### config.mk
export PLATFORM = sky130hd
export DESIGN_NAME = dual_fetch
export DESIGN_NICKNAME = d
export VERILOG_FILES = /design/src/rtl/fetch_pkg.sv /design/src/rtl/dual_fetch.sv
export SDC_FILE = /design/constraint.sdc
export NUM_CORES = 1
export LEC_CHECK = 0
export ABC_AREA = 1
export CAP_MARGIN = 30
export CORE_UTILIZATION = 41
export DETAILED_ROUTE_END_ITERATION = 10
export PLACE_DENSITY = 0.88
export SYNTH_ARGS = -nofsm -noshare
export SYNTH_HDL_FRONTEND = slang
export SYNTH_SLANG_ARGS = --single-unit
### constraint.sdc
create_clock -name clk -period 5.2 [get_ports clk]
set_input_delay 1.04 -clock clk [delete_from_list [all_inputs] [get_ports clk]]
set_output_delay 1.04 -clock clk [all_outputs]
set_load 0.01 [all_outputs]
### src/rtl/fetch_pkg.sv
// rtl/fetch_pkg.sv - shared fetch constants and redirect type
package fetch_pkg;

  localparam logic [31:0] NOP_INSN     = 32'h0000_0013;
  localparam logic [31:0] FETCH_STRIDE = 32'd8;

  typedef struct packed {
    logic        valid;
    logic [31:0] pc;
  } redirect_t;

  // Instruction fetch is word granular; low byte-offset bits are dropped.
  function automatic logic [31:0] align_pc(input logic [31:0] pc);
    return pc & ~32'h3;
  endfunction

endpackage

### src/rtl/dual_fetch.sv
// rtl/dual_fetch.sv - dual-issue fetch stage reading word pairs through two ROM ports
module dual_fetch
  import fetch_pkg::*;
#(
  parameter logic [31:0] RESET_PC = 32'h0000_0000,
  parameter int          ROM_AW   = 14
) (
  input  logic        clk,
  input  logic        resetn,
  output logic        a_imem_en,
  output logic [31:0] a_imem_addr,
  input  logic [31:0] a_imem_data,
  output logic        b_imem_en,
  output logic [31:0] b_imem_addr,
  input  logic [31:0] b_imem_data,
  input  logic        redirect_valid,
  input  logic [31:0] redirect_pc,
  output logic        out_valid,
  input  logic        out_ready,
  output logic [31:0] out_pc,
  output logic [31:0] out_a_insn,
  output logic [31:0] out_b_insn,
  output logic        out_b_valid
);

  localparam logic [ROM_AW-1:0] LAST_IDX = '1;

  logic [31:0] fetch_pc;
  logic [31:0] resp_pc;
  logic        resp_valid;
  logic        issue;
  redirect_t   redir;

  always_comb begin
    redir.valid = redirect_valid;
    redir.pc    = align_pc(redirect_pc);
  end

  assign issue = !redir.valid && (!resp_valid || out_ready);

  // ROM output registers double as the hold buffer: a stalled pair is kept
  // simply by not re-enabling the read.
  assign a_imem_en   = issue && resetn;
  assign b_imem_en   = issue && resetn;
  assign a_imem_addr = fetch_pc;
  assign b_imem_addr = fetch_pc + 32'd4;

  always_ff @(posedge clk or negedge resetn) begin
    if (!resetn) begin
      fetch_pc   <= RESET_PC;
      resp_pc    <= RESET_PC;
      resp_valid <= 1'b0;
    end else if (redir.valid) begin
      fetch_pc   <= redir.pc;
      resp_valid <= 1'b0;
    end else if (issue) begin
      fetch_pc   <= fetch_pc + FETCH_STRIDE;
      resp_pc    <= fetch_pc;
      resp_valid <= 1'b1;
    end
  end

  assign out_valid  = resp_valid && !redir.valid;
  assign out_pc     = resp_pc;
  assign out_a_insn = out_valid ? a_imem_data : NOP_INSN;
  assign out_b_insn = out_valid ? b_imem_data : NOP_INSN;

  // Slot b wrapped around the ROM window when slot a is the last word.
  assign out_b_valid = out_valid && (resp_pc[ROM_AW+1:2] != LAST_IDX);

endmodule

==> results.toml <==
[cts]
cts.sinks = 61
cts_tree = "done"
cts_root_buffer = "clkbuf_8"
cts_buffers = 9
clock_path_buffers = 2
ctsHoldBuffers = 0
cts_max_level = 3
cts-resized-gates = 0
insertion_delay_ns = 0.35
post-cts-setup-buffers = 0
path_clk_slew_ns = 0.07

[power]
peakVddDrop_mv = 0.1898
p_comb_share_pct = 34.8
power_density_nw_per_um2 = 230.7
seqPwrFrac_pct = 38.2
clockPowerShare_pct = 27.0
p_leak_nw = 3.178
p_int_mw = 1.082
switching_power_uw = 547.5
total_power_mw = 1.630
swShare_pct = 33.59

[synthesis]
yosys_warnings = 0
yosys.area.top_type = "dfrtp_1"
syn-cell-area_um2 = 4255
synth_edf_count = 0
synth-seq-cells = 61
synthTopCellsByArea = "dfrtp_1 36%, nor2_1 13%, nand2_1 11%, inv_1 8.0%, nand3_1 5.9%"
synth-seq-area-share_pct = 35.87
async_reset_ff_share_pct = 100.0
netlist.area_leader.share_pct = 35.87
avgSynthCellArea_um2 = 6.680
synthCells = 637
synthFlopType = "dfrtp_1"
ys_types = 34

[min_path]
hold_class = "reg2reg"

[worst_setup_path]
cp.arrival_ns = 3.22
crit_fanout = 40
path_cells = "clkdlybuf4s50_1 > inv_2 > nand2_2 > buf_4 > or2_2 > clkdlybuf4s50_1"
crit_required_ns = 4.16
crit_path_max_incr_delay_ns = 0.53
crit_slowest_cell = "nand2_2"
cp-start-kind = "primary input"
cp-end-kind = "primary output"
crit_type = "in2out"
path_common_cell = "clkdlybuf4s50_1"
r2r_slack_ns = 3.09

[final_layout]
layout_common_cells = "254 x clkdlybuf4s50_1, 149 x nor2_1, 125 x nand2_1"
antennaDiodeCount = 0
nNetsFinal = 984
layout-drive-gt1-share_pct = 6.877
area_growth_pct = 65.98
regArea_um2 = 1526
fillers = 818
layout_commonest_cell = "clkdlybuf4s50_1"
multiInputGateArea_um2 = 2223
design_area_um2 = 7063

[timing]
hold_viol = 0
setup_ws_ns = 0.9426
fin_setup_tns_ns = 0
slew_headroom_pct = 45.80
period_minus_slack_ns = 4.257
drv_slew = 0
finalCritPeriodShare_pct = 81.87
rsz0062_at_grt = "false"
finalSetupViolCount = 0
fmax_mhz = 234.9
clock_skew_ns = 0.008288
tightest_slew_ns = 0.8118
whs_ns = 0.4874

[routing]
viasPerCell = 5.088
met3_length_um = 1523
wl_met2_um = 8365
drt-initial-drc-count = 358
avgRoutedWirePerCell_um = 16.39
dr.max_layer_used = "met4"
dr.pass1.iters = 6
routed-via-count = 5190
wl_met1_um = 6365
routed_wl_um = 16720
drc = 0
ant_nets = 0

[global_routing]
grt_max_degree = 62
grt_pass1_vias = 4862
grt_pass1_wl_um = 25760
grt_usage_pct = 30.17
grt.overflow.total = 0
grt_antenna_before_repair = 0

[floorplanning]
core_um2 = 9910
die_y_um = 103.9
die_area_um2 = 10790
start_util_pct = 42.94
io_pins = 264
placementRows = 36
chipWidth_um = 103.9

[placement]
place_ws_ns = 0.9521
place.port_buffers = 255
gp_congestion = 0.9472
place_hpwl_um = 12440
post_dp_cell_area_um2 = 6862

[outcome]
status = "completed"

[job]
max_cap_violations = 0
power groups by stage:
| stage | combinational (mW) | sequential [mW] | clock (mW) |
|---|---|---|---|
| 2_1_floorplan | 0.205 | 0.629 | 0 |
| 3_3_place_gp | 0.558 | 0.626 | 0 |
| 3_5_place_dp | 0.565 | 0.627 | 0 |
| 4_1_cts | 0.569 | 0.619 | 0.439 |
| 5_1_grt | 0.608 | 0.630 | 0.459 |
| 6_report | 0.568 | 0.622 | 0.440 |
synthesized netlist by cell type, drive strengths merged, types with 6 or more instances:
cell,number
a22oi,19
buf,25
clkbuf,6
dfrtp,61
inv,95
nand2,134
nand3,51
nand4,11
nor2,165
o211ai,7
o21ai,19
or2,6
xnor2,7
xor2,18
critical path: cells and delay by family:
| kind | cells | cell delay [ns] |
|---|---|---|
| and+or+nand+nor | 2 | 0.68 |
| buffers and inverters | 4 | 1.48 |
per-layer routing:
metal | up-vias | track usage (%)
li1 | 2450 | -
met2 | 309 | 53.81
met1 | 2389 | 35.67
met3 | 42 | 6.078
met4 | 0 | 11.12
met5 | - | 0
through the flow:
stage	utilization, %	cells
final	71.28	1020
after global routing	71.28	1020
after CTS	71.28	1020
after detailed placement	69.24	1004
after global placement	69.24	1004
after floorplan	-	642
cell type report:
type	instances	share of cell area (%)
inverters	96	5.102
well taps	133	2.356
flip-flops and latches	61	21.61
clock inverters	5	0.8503
repair buffers	260	36.60
clock buffers	11	2.002
multi-input cells	454	31.48
cell families after synthesis:
family / after synthesis / share of synthesized area (%)
xor gates and xnor gates: 25 / 5.146
AOI/OAI and AO/OA: 48 / 7.439
buffers and inverters: 127 / 12.38
adders and majority gates: 2 / 0.5880
DFF: 61 / 35.87
and+or+nand+nor: 373 / 38.49
other: 1 / 0.08812
path summary, 6_finish.rpt:
check / start / depth (start not counted) / to
min in group asynchronous: resetn / 2 / out_pc[28]
hold reg to reg: out_pc[20] / 2 / out_pc[20]
hold / removal: out_pc[20] / 2 / out_pc[20]
setup / recovery: redirect_valid / 6 / out_b_insn[4]
max in group asynchronous: resetn / 2 / a_imem_addr[25]
setup reg to reg: resp_valid / 6 / a_imem_addr[17]
state kept, by name, indices dropped and copies added, names as in the netlist:
name         cells
out_pc          30
a_imem_addr     30
resp_valid       1
(Power assumes the default switching activity.)
